File: src/rtl/cpu_pkg.sv
// Shared CPU constants: load-size encodings and default pipeline widths.
package cpu_pkg;

    localparam int DW_DEFAULT       = 32;
    localparam int AW_DEFAULT       = 5;
    localparam int LINK_REG_DEFAULT = 31;

    typedef enum logic [1:0] {
        LD_WORD = 2'b00,
        LD_HALF = 2'b01,
        LD_BYTE = 2'b10,
        LD_RSVD = 2'b11
    } ld_size_e;

endpackage

File: src/rtl/load_align.sv
// Little-endian sub-word load alignment with sign/zero extension.
module load_align
    import cpu_pkg::*;
#(
    parameter int DW = DW_DEFAULT
) (
    input  logic [DW-1:0] word_in,
    input  logic [1:0]    size_in,
    input  logic          unsigned_in,
    input  logic [1:0]    offset_in,
    output logic [DW-1:0] data_out
);

    logic [15:0] half_lane;
    logic [7:0]  byte_lane;

    always_comb begin
        half_lane = offset_in[1] ? word_in[31:16] : word_in[15:0];
        byte_lane = word_in[8*offset_in +: 8];
        data_out  = word_in;
        case (ld_size_e'(size_in))
            LD_HALF: data_out = unsigned_in ? {{(DW-16){1'b0}}, half_lane}
                                            : {{(DW-16){half_lane[15]}}, half_lane};
            LD_BYTE: data_out = unsigned_in ? {{(DW-8){1'b0}}, byte_lane}
                                            : {{(DW-8){byte_lane[7]}}, byte_lane};
            default: data_out = word_in;
        endcase
    end

endmodule

File: src/rtl/write_back_pipe.sv
// Registered write-back stage: captures MEM results, selects the write-back
// source, steers the destination register and counts retired instructions.
module write_back_pipe
    import cpu_pkg::*;
#(
    parameter int DW                 = DW_DEFAULT,
    parameter int AW                 = AW_DEFAULT,
    parameter int LINK_REG           = LINK_REG_DEFAULT,
    parameter int LINK_OFFSET        = 0,
    parameter int ZERO_REG_HARDWIRED = 1,
    parameter int CW                 = 32
) (
    input  logic          clock,
    input  logic          aclr,
    input  logic          stall_in,
    input  logic          flush_in,
    input  logic          valid_in,
    input  logic [DW-1:0] pc_in,
    input  logic [DW-1:0] alu_in,
    input  logic [DW-1:0] mem_in,
    input  logic [AW-1:0] rd_in,
    input  logic          reg_wr_in,
    input  logic          m2reg_in,
    input  logic          jal_in,
    input  logic [1:0]    ld_size_in,
    input  logic          ld_unsigned_in,
    input  logic [1:0]    byte_off_in,
    output logic [DW-1:0] data_wb,
    output logic [AW-1:0] rd_wb,
    output logic          reg_wb,
    output logic          valid_wb,
    output logic [CW-1:0] retire_count
);

    localparam logic [AW-1:0] LINK_RD  = AW'(LINK_REG);
    localparam logic [DW-1:0] LINK_ADD = DW'(LINK_OFFSET);
    localparam logic          ZERO_HW  = (ZERO_REG_HARDWIRED != 0);

    logic          valid_q, valid_d;
    logic [DW-1:0] pc_q, pc_d, alu_q, alu_d, mem_q, mem_d;
    logic [AW-1:0] rd_q, rd_d;
    logic          reg_wr_q, reg_wr_d, m2reg_q, m2reg_d, jal_q, jal_d;
    logic [1:0]    ld_size_q, ld_size_d, byte_off_q, byte_off_d;
    logic          unsigned_q, unsigned_d;
    logic [CW-1:0] retire_q, retire_d;
    logic [DW-1:0] load_data;

    always_comb begin
        valid_d    = valid_q;
        pc_d       = pc_q;
        alu_d      = alu_q;
        mem_d      = mem_q;
        rd_d       = rd_q;
        reg_wr_d   = reg_wr_q;
        m2reg_d    = m2reg_q;
        jal_d      = jal_q;
        ld_size_d  = ld_size_q;
        unsigned_d = unsigned_q;
        byte_off_d = byte_off_q;
        retire_d   = retire_q;
        // The resident instruction leaves on any flush or unstalled edge.
        if (valid_q && (flush_in || !stall_in)) begin
            retire_d = retire_q + 1'b1;
        end
        if (flush_in) begin
            valid_d = 1'b0;
        end else if (!stall_in) begin
            valid_d    = valid_in;
            pc_d       = pc_in;
            alu_d      = alu_in;
            mem_d      = mem_in;
            rd_d       = rd_in;
            reg_wr_d   = reg_wr_in;
            m2reg_d    = m2reg_in;
            jal_d      = jal_in;
            ld_size_d  = ld_size_in;
            unsigned_d = ld_unsigned_in;
            byte_off_d = byte_off_in;
        end
    end

    always_ff @(posedge clock or negedge aclr) begin
        if (!aclr) begin
            valid_q    <= 1'b0;
            pc_q       <= '0;
            alu_q      <= '0;
            mem_q      <= '0;
            rd_q       <= '0;
            reg_wr_q   <= 1'b0;
            m2reg_q    <= 1'b0;
            jal_q      <= 1'b0;
            ld_size_q  <= 2'b00;
            unsigned_q <= 1'b0;
            byte_off_q <= 2'b00;
            retire_q   <= '0;
        end else begin
            valid_q    <= valid_d;
            pc_q       <= pc_d;
            alu_q      <= alu_d;
            mem_q      <= mem_d;
            rd_q       <= rd_d;
            reg_wr_q   <= reg_wr_d;
            m2reg_q    <= m2reg_d;
            jal_q      <= jal_d;
            ld_size_q  <= ld_size_d;
            unsigned_q <= unsigned_d;
            byte_off_q <= byte_off_d;
            retire_q   <= retire_d;
        end
    end

    load_align #(.DW(DW)) u_load_align (
        .word_in     (mem_q),
        .size_in     (ld_size_q),
        .unsigned_in (unsigned_q),
        .offset_in   (byte_off_q),
        .data_out    (load_data)
    );

    always_comb begin
        if (jal_q) begin
            data_wb = pc_q + LINK_ADD;
            rd_wb   = LINK_RD;
        end else if (m2reg_q) begin
            data_wb = load_data;
            rd_wb   = rd_q;
        end else begin
            data_wb = alu_q;
            rd_wb   = rd_q;
        end
        reg_wb = valid_q && (reg_wr_q || jal_q) && !(ZERO_HW && (rd_wb == '0));
    end

    assign valid_wb     = valid_q;
    assign retire_count = retire_q;

endmodule

File: config.mk
export PLATFORM = sky130hd
export DESIGN_NAME = write_back_pipe
export DESIGN_NICKNAME = d
export VERILOG_FILES = /design/src/rtl/cpu_pkg.sv /design/src/rtl/load_align.sv /design/src/rtl/write_back_pipe.sv
export SDC_FILE = /design/constraint.sdc
export NUM_CORES = 1
export LEC_CHECK = 0
export CAP_MARGIN = 0
export CORE_ASPECT_RATIO = 1.1
export CORE_MARGIN = 1
export CORE_UTILIZATION = 55
export DETAILED_ROUTE_END_ITERATION = 7
export DONT_BUFFER_PORTS = 1
export PLACE_DENSITY = 0.73
export SLEW_MARGIN = 5
export SYNTH_ARGS = -nofsm -noshare
export SYNTH_HDL_FRONTEND = slang
export SYNTH_HIERARCHICAL = 1
export SYNTH_SLANG_ARGS = --single-unit
export TNS_END_PERCENT = 30
File: constraint.sdc
create_clock -name clock -period 3.6 [get_ports clock]
set_input_delay 1.08 -clock clock [delete_from_list [all_inputs] [get_ports clock]]
set_output_delay 1.08 -clock clock [all_outputs]
set_load 0.005 [all_outputs]
==> results of run 1 <==
flip-flops by register name (all words and copies together) (netlist names):
register      flops
rd_q              5
ld_size_q         2
pc_q             32
alu_q            32
retire_count     32
valid_wb          1
mem_q            32
m2reg_q           1
reg_wr_q          1
jal_q             1
byte_off_q        2
unsigned_q        1
where the power goes:
part           switching, mW  internal [mW]  total, mW
combinational          0.384          0.401      0.785
clock                  0.654           1.16       1.81
sequential             0.191           1.80       1.99
total                   1.23           3.36       4.59
Yosys cell counts (8+ instances only):
cell,instances,share of area
mux2i_1,33,0.047
o21ai_0,32,0.023
nor4_1,8,0.0071
nor2b_1,9,0.0080
mux2_2,116,0.19
a21oi_1,17,0.012
clkbuf_1,14,0.0075
dfrtp_1,142,0.51
buf_2,19,0.014
nand2_1,83,0.044
xor2_1,24,0.030
stage by stage:
stage | hold slack (ps) | area (um2)
global placement | 488 | 7120
global route | 338 | 7750
finish | 354 | 7750
detailed placement | 494 | 7120
CTS | 337 | 7730
floorplan | 465 | 7010
cell type report:
| type | count | share of cell area |
|---|---|---|
| Clock inverter | 10 | 0.0174 |
| Tap cell | 154 | 0.0249 |
| Multi-Input combinational cell | 413 | 0.422 |
| Timing Repair Buffer | 6 | 0.0107 |
| Inverter | 6 | 0.00291 |
| Sequential cell | 142 | 0.459 |
| Antenna cell | 2 | 0.000646 |
| Clock buffer | 22 | 0.0625 |
metal layers:
metal	up-vias	routed length, um	GRT usage
li1	2111	-	-
met1	2251	6510	0.305
met2	138	7570	0.381
met3	18	1000	0.0771
met4	2	221	0.105
met5	-	13	0
cell families after synthesis:
logic type	share of synthesized area
muxes	0.237
xor gates and xnor gates	0.0387
adders and majority gates	0.00535
and+or+nand+nor	0.121
AOI/OAI and AO/OA	0.0626
DFF	0.507
buffers and inverters	0.0291
worst paths after layout:
path / startpoint / to / depth (start not counted)
max in group asynchronous: aclr / pc_q[13]$_DFFE_PN0P_ / 0
max reg2reg: retire_count[0]$_DFFE_PN0P_ / retire_count[31]$_DFFE_PN0P_ / 4
min: aclr / jal_q$_DFFE_PN0P_ / 0
max: ld_size_q[0]$_DFFE_PN0P_ / data_wb[7] / 8
min in group clock: pc_q[24]$_DFFE_PN0P_ / pc_q[24]$_DFFE_PN0P_ / 1
min reg2reg: pc_q[24]$_DFFE_PN0P_ / pc_q[24]$_DFFE_PN0P_ / 1
==> flow_summary.yaml, run 1 <==
outcome:
  outcome: "complete, no violations"
cts:
  clock_sinks: 142
  path_clk_slew_ps: 60
  root_buffer: "clkbuf_16"
  cts_tree: "built"
  postCtsSetupBuffers: 0
  holdBufCountCts: 0
  max-clock-path-buffers: 2
  clk-insertion-delay-late_ps: 420
  cts_resized: 0
  numCtsBuffers: 17
  htreeDepth: 4
setup_path:
  cp_max_fo: 8
  crit_path_top_delay_cell: "dfrtp_1"
  cp.arrival_ps: 2330
  worstSetupPathType: "reg -> out"
  path_buf_inv: 1
  crit_family: "compound AO/OA/AOI/OAI gates"
  cp-end-kind: "output pin"
  start_kind: "flop"
  r2r_slack_ps: 1670
  max_stage_delay_ps: 390
  critPathRequiredTime_ps: 2520
  cp_cell_sequence: "inv_1 > ha_2 > nor2b_1 > or2_1 > a21o_2 > a21o_1 > mux2i_1 > o21ai_0"
floorplanning:
  dieHeight_um: 120
  fp-row-count: 42
  design.core.area_mm2: 0.0122
  fp.dieW_um: 110
  dieArea_mm2: 0.0132
  io_pins: 185
  start_util: 0.573
routing:
  drc: 0
  dr.pass1.iters: 4
  via_per_inst: 5.99
  dr.first_iter.drc_count: 221
  routed_wl_um: 15300
  detail-route-antenna-nets: 0
  wl_per_cell_um: 20.3
  vias: 4520
final_layout:
  multiInputGateArea_mm2: 0.00327
  ff_latch_area_mm2: 0.00356
  mostFrequentLayoutCells: "dfrtp_1, mux2_2, nand2_1"
  final_util: 0.633
  fillers: 958
  finalNonFillerCells: 755
  fin_nets: 703
  area_delta_synth_final_pct: 10.5
  drive_gt1_frac: 0.301
  layout_commonest_cell: "dfrtp_1"
logic_synthesis:
  yosysSeqAreaShare: 0.507
  synthesis.nets: 714
  ys_async_sr_fraction: 1.00
  ys_seq_elements: 142
  netlist_instances: 597
  synth-main-ff-cell: "dfrtp_1"
  synth.distinct_cells: 43
  syn-cell-area_mm2: 0.00701
  synth-edff-count: 0
  syn_area_per_cell_um2: 11.7
  ys_warn_count: 6
timing:
  setup_tns_ps: 0
  clock.fmax_mhz: 294
  rsz0062_at_grt: "no"
  slew_headroom: 0.475
  setup_viol: 0
  finClkSkew_ps: 6.25
  min_period_ps: 3410
  finalWorstSetupSlack_ps: 194
  slew_viol_final: 0
  worst_slew_pin_slew_ps: 787
  finalHoldViolCount: 0
  post-route-period-util: 0.946
pwr:
  powerDensity_mw_per_mm2: 592
  finalPower_mw: 4.59
  power_leakage_nw: 3.48
  ir_drop_v: 0.000309
min_path:
  worstHoldPathType: "in -> async"
placed_design:
  dp.cells: 721
  place_congestion: 0.840
  dp_hpwl_um: 10800
  pre_cts_slack_ps: 497
  numPortBuffers: 0
grt:
  grt_overflow: 0
  grt_pass1_wl_um: 23500
  antenna_found_initial: 3
  grt_max_degree: 143
  grt_usage: 0.242
  grt_pass1_vias: 4512
run:
  drv_cap: 0
(Power assumes the default switching activity.)
==> inputs of run 2 (changes only) <==
--- a/config.mk
+++ b/config.mk
@@ -6,12 +6,14 @@
 export NUM_CORES = 1
 export LEC_CHECK = 0
 export CAP_MARGIN = 0
+export CELL_PAD_IN_SITES_DETAIL_PLACEMENT = 1
+export CELL_PAD_IN_SITES_GLOBAL_PLACEMENT = 2
 export CORE_ASPECT_RATIO = 1.1
 export CORE_MARGIN = 1
-export CORE_UTILIZATION = 55
+export CORE_UTILIZATION = 44
 export DETAILED_ROUTE_END_ITERATION = 7
 export DONT_BUFFER_PORTS = 1
-export PLACE_DENSITY = 0.73
+export PLACE_DENSITY = 0.88
 export SLEW_MARGIN = 5
 export SYNTH_ARGS = -nofsm -noshare
 export SYNTH_HDL_FRONTEND = slang
==> run 2 against run 1 <==
Net effect: design area is 0.42% higher; fmax grew 1.8%; via count about the same; global-route usage down 2.4 points; hold slack got worse by 1.7 ps; clock skew grew 1.3 ps; count of clock-buffer cells in the layout down 2; wire length rose by 12%; critical endpoint is now data_wb[8]; largest power group unchanged.
==> flow_summary.yaml, run 2 (synthesis results as in run 1) <==
final_layout:
  mostFrequentLayoutCells: "dfrtp_1, mux2_2, nand2_1"
  drive_gt1_frac: 0.298
  layout_commonest_cell: "dfrtp_1"
  fin_nets: 702
  area_delta_synth_final_pct: 10.9
outcome:
  outcome: "complete, no violations"
routing:
  dr.first_iter.drc_count: 180
  routed_wl_um: 17200
  via_per_inst: 5.65
  drc: 0
  dr.pass1.iters: 4
  wl_per_cell_um: 21.5
  vias: 4522
  detail-route-antenna-nets: 0
setup_path:
  cp_cell_sequence: "inv_1 > ha_1 > and2_2 > nand2_1 > a21o_1 > a21oi_1 > mux2i_1 > o21ai_0"
  worstSetupPathType: "reg -> out"
  start_kind: "flop"
  max_stage_delay_ps: 400
  r2r_slack_ps: 1640
  cp.arrival_ps: 2270
  critPathRequiredTime_ps: 2520
  crit_path_top_delay_cell: "dfrtp_1"
  cp_max_fo: 9
  cp-end-kind: "output pin"
pwr:
  ir_drop_v: 0.000296
  power_leakage_nw: 3.48
  powerDensity_mw_per_mm2: 596
min_path:
  worstHoldPathType: "in -> async"
floorplanning:
  fp.dieW_um: 122
  dieArea_mm2: 0.0165
  design.core.area_mm2: 0.0156
  start_util: 0.449
  fp-row-count: 48
  io_pins: 185
  dieHeight_um: 134
timing:
  post-route-period-util: 0.930
  finalWorstSetupSlack_ps: 253
  clock.fmax_mhz: 299
  rsz0062_at_grt: "no"
  finClkSkew_ps: 7.58
  min_period_ps: 3350
  slew_viol_final: 0
  setup_viol: 0
  slew_headroom: 0.528
  setup_tns_ps: 0
  finalHoldViolCount: 0
  worst_slew_pin_slew_ps: 708
cts:
  clock_sinks: 142
  htreeDepth: 4
  root_buffer: "clkbuf_16"
  postCtsSetupBuffers: 0
  numCtsBuffers: 17
  holdBufCountCts: 0
  cts_tree: "built"
  max-clock-path-buffers: 2
  path_clk_slew_ps: 60
  clk-insertion-delay-late_ps: 420
  cts_resized: 0
placed_design:
  dp_hpwl_um: 12000
  pre_cts_slack_ps: 489
  place_congestion: 0.786
  numPortBuffers: 0
grt:
  antenna_found_initial: 4
  grt_pass1_vias: 4897
  grt_usage: 0.218
  grt_max_degree: 143
  grt_pass1_wl_um: 27000
  grt_overflow: 0
run:
  drv_cap: 0
run 2: cell count changes in the layout (fill, tap and decap cells not counted), sizes merged:
cell,delta
clkbuf,-2
clkinv,+2
clkinvlp,-1
buf,-1
bufinv,+1
run 2: cell type report:
class                      count  area (um2)
timing repair buffer           5        62.6
sequential                   142        3560
antenna                        2        5.00
fill                        1625        7830
tap                          200         250
clock buffer                  20         447
clock inverter                12         168
inverter                       6        22.5
multi-input combinational    413        3270
run 2: routing by layer:
layer | up-vias | routed length [um] | global-route usage
met2 | 129 | 8730 | 0.365
met3 | 21 | 1220 | 0.0791
li1 | 2094 | - | -
met4 | 2 | 300 | 0.0725
met5 | - | 13 | 0
met1 | 2276 | 6910 | 0.256
run 2: report_power, final:
group / switching, mW / total, mW / internal (mW)
registers: 0.184 / 1.99 / 1.80
logic: 0.410 / 0.809 / 0.398
clock network: 0.673 / 1.84 / 1.17
run 2: worst paths after layout:
kind / cells past startpoint / from / end
worst max-delay path: 8 / ld_size_q[0]$_DFFE_PN0P_ / data_wb[8]
worst min-delay path: 0 / aclr / pc_q[23]$_DFFE_PN0P_
worst max register to register: 4 / retire_count[2]$_DFFE_PN0P_ / retire_count[31]$_DFFE_PN0P_
worst min register to register: 1 / alu_q[28]$_DFFE_PN0P_ / alu_q[28]$_DFFE_PN0P_
max in group asynchronous: 0 / aclr / m2reg_q$_DFFE_PN0P_
min in group clock: 1 / alu_q[28]$_DFFE_PN0P_ / alu_q[28]$_DFFE_PN0P_
run 2: stage by stage:
stage          total power [mW]   util  hold WS (ps)  cells  cell area, um2
3_5_place_dp               2.83  0.458           495    766            7150
5_1_grt                    4.86  0.498           330    799            7780
3_3_place_gp               2.79  0.458           488    766            7150
6_report                   4.64  0.498           353    800            7780
2_1_floorplan              2.61      -           465    597            7010
4_1_cts                    4.69  0.497           337    798            7770
run 2: critical path: cells and delay by family (launching register included):
kind	cells	cell delay [ps]
AND/OR/NAND/NOR	2	350
adder cells (fa/ha/maj)	1	150
AO/OA/AOI/OAI	3	790
multiplexers	1	100
flip-flops	1	400
buffers and inverters	1	60
==> inputs of run 3 (changes only) <==
--- a/config.mk
+++ b/config.mk
@@ -10,10 +10,11 @@
 export CELL_PAD_IN_SITES_GLOBAL_PLACEMENT = 2
 export CORE_ASPECT_RATIO = 1.1
 export CORE_MARGIN = 1
-export CORE_UTILIZATION = 44
+export CORE_UTILIZATION = 29
 export DETAILED_ROUTE_END_ITERATION = 7
 export DONT_BUFFER_PORTS = 1
-export PLACE_DENSITY = 0.88
+export GPL_TIMING_DRIVEN = 0
+export PLACE_DENSITY = 0.63
 export SLEW_MARGIN = 5
 export SYNTH_ARGS = -nofsm -noshare
 export SYNTH_HDL_FRONTEND = slang
==> run 3 against run 2 <==
Net effect: wire length is 17% higher; count of clock-buffer cells in the layout stayed put; fmax is 2.7% lower; hold slack better by 8.7 ps; combinational power is 13% higher; sequential share of layout area is 1.4 points lower; global-route usage is 5.0 points lower; via count is 4.4% higher; largest power group unchanged.
==> flow_summary.yaml, run 3 (synthesis results as in run 1) <==
pwr:
  swShare: 0.302
  ir_drop_v: 0.000274
  pwr-share-seq: 0.429
  p_int_mw: 3.19
  powerDensity_mw_per_mm2: 570
  p_sw_mw: 1.38
  power_leakage_nw: 3.54
  comb_power_share: 0.201
  clock_power_share: 0.370
  finalPower_mw: 4.57
floorplanning:
  fp-row-count: 59
  dieArea_mm2: 0.0248
  design.core.area_mm2: 0.0237
  fp.dieW_um: 150
  dieHeight_um: 165
  io_pins: 185
  start_util: 0.296
cts:
  holdBufCountCts: 0
  clock_sinks: 142
  root_buffer: "clkbuf_16"
  path_clk_slew_ps: 60
  clk-insertion-delay-late_ps: 420
  cts_tree: "built"
  numCtsBuffers: 17
  htreeDepth: 4
  max-clock-path-buffers: 2
final_layout:
  layout_commonest_cell: "dfrtp_1"
  fillers: 2574
  ff_latch_area_mm2: 0.00355
  multiInputGateArea_mm2: 0.00328
  postLayoutCellArea_mm2: 0.00801
  drive_gt1_frac: 0.316
  area_delta_synth_final_pct: 14.3
  mostFrequentLayoutCells: "dfrtp_1, mux2_2, nand2_1"
  fin_nets: 733
timing:
  finClkSkew_ps: 13.5
  setup_viol: 0
  slew_viol_final: 0
  finalHoldViolCount: 0
  post-route-period-util: 0.956
  setup_tns_ps: 0
  min_period_ps: 3440
  rsz0062_at_grt: "no"
  slew_headroom: 0.568
  clock.fmax_mhz: 291
  finalWorstSetupSlack_ps: 160
  worst_slew_pin_slew_ps: 648
routing:
  dr.first_iter.drc_count: 112
  drc: 0
  dr.pass1.iters: 4
  routed_wl_um: 20200
  vias: 4721
  via_per_inst: 5.01
  detail-route-antenna-nets: 0
  wl_per_cell_um: 21.4
grt:
  grt_pass1_wl_um: 30800
  grt_overflow: 0
  antenna_found_initial: 12
  grt_max_degree: 143
  grt_usage: 0.168
  grt_pass1_vias: 5249
outcome:
  outcome: "complete, no violations"
setup_path:
  cp.arrival_ps: 2360
  start_kind: "flop"
  cp_cell_sequence: "inv_1 > ha_1 > nor2b_1 > or2_1 > buf_2 > a32oi_1 > o2bb2ai_1 > mux2i_1 > o21ai_0"
  path_buf_inv: 2
  crit_family: "compound AO/OA/AOI/OAI gates"
  critPathRequiredTime_ps: 2520
  cp-end-kind: "output pin"
  crit_path_top_delay_cell: "dfrtp_1"
  cp_max_fo: 8
  max_stage_delay_ps: 400
  worstSetupPathType: "reg -> out"
placed_design:
  dp_hpwl_um: 15100
  pre_cts_slack_ps: 282
  placed_cell_area_mm2: 0.00740
  numPortBuffers: 0
  place_congestion: 0.755
min_path:
  worstHoldPathType: "in -> async"
run:
  drv_cap: 0
-- run 3: per-layer routing --
metal | wire length, um | share of wire | GRT usage | up-vias
met5 | 49 | 0.0024 | 0 | -
met2 | 10500 | 0.52 | 0.290 | 124
li1 | - | - | - | 2159
met3 | 1400 | 0.070 | 0.0662 | 22
met1 | 7930 | 0.39 | 0.190 | 2408
met4 | 278 | 0.014 | 0.0491 | 8
-- run 3: through the flow --
step,instances,utilization,hold WS [ps]
after global placement,902,0.312,490
final,943,0.338,361
after CTS,934,0.336,331
after detailed placement,902,0.312,496
after global routing,939,0.338,330
after floorplan,597,-,465
-- run 3: cell type report --
class	instances	area share
Buffer	36	0.0236
Clock buffer	20	0.0557
Multi-Input combinational cell	413	0.410
Clock inverter	12	0.0142
Sequential cell	142	0.443
Tap cell	305	0.0476
Antenna cell	9	0.00281
Inverter	6	0.00281
-- run 3: final timing paths --
| kind | startpoint | to | slack, ps | cells past startpoint |
|---|---|---|---|---|
| min reg2reg | pc_q[26]$_DFFE_PN0P_ | pc_q[26]$_DFFE_PN0P_ | 500 | 1 |
| max reg2reg | retire_count[4]$_DFFE_PN0P_ | retire_count[26]$_DFFE_PN0P_ | 1870 | 4 |
| max in group asynchronous | aclr | pc_q[9]$_DFFE_PN0P_ | 3040 | 0 |
| min | aclr | pc_q[24]$_DFFE_PN0P_ | 360 | 0 |
| min in group clock | pc_q[26]$_DFFE_PN0P_ | pc_q[26]$_DFFE_PN0P_ | 500 | 1 |
| max | ld_size_q[0]$_DFFE_PN0P_ | data_wb[4] | 160 | 9 |
-- run 3: worst reg2reg max path, stage by stage, from the launching register on --
cell	delay [ps]
dfrtp_1	490
and4_4	280
nand2_1	200
nor4_1	460
xor2_1	200
-- run 3: power groups by stage --
stage	combinational (mW)	clock (mW)	sequential [mW]
final	0.918	1.69	1.96
after global routing	1.02	1.80	1.99
after CTS	0.911	1.75	1.97
after detailed placement	0.909	0	2.00
after global placement	0.881	0	1.98
after floorplan	0.679	0	1.93
-- run 3: timing repair --
action | 4_1_cts | 5_1_grt
setup buffers | 0 | 0
resized for setup | 3 | 32
endpoints found under the setup margin | 10 | 30
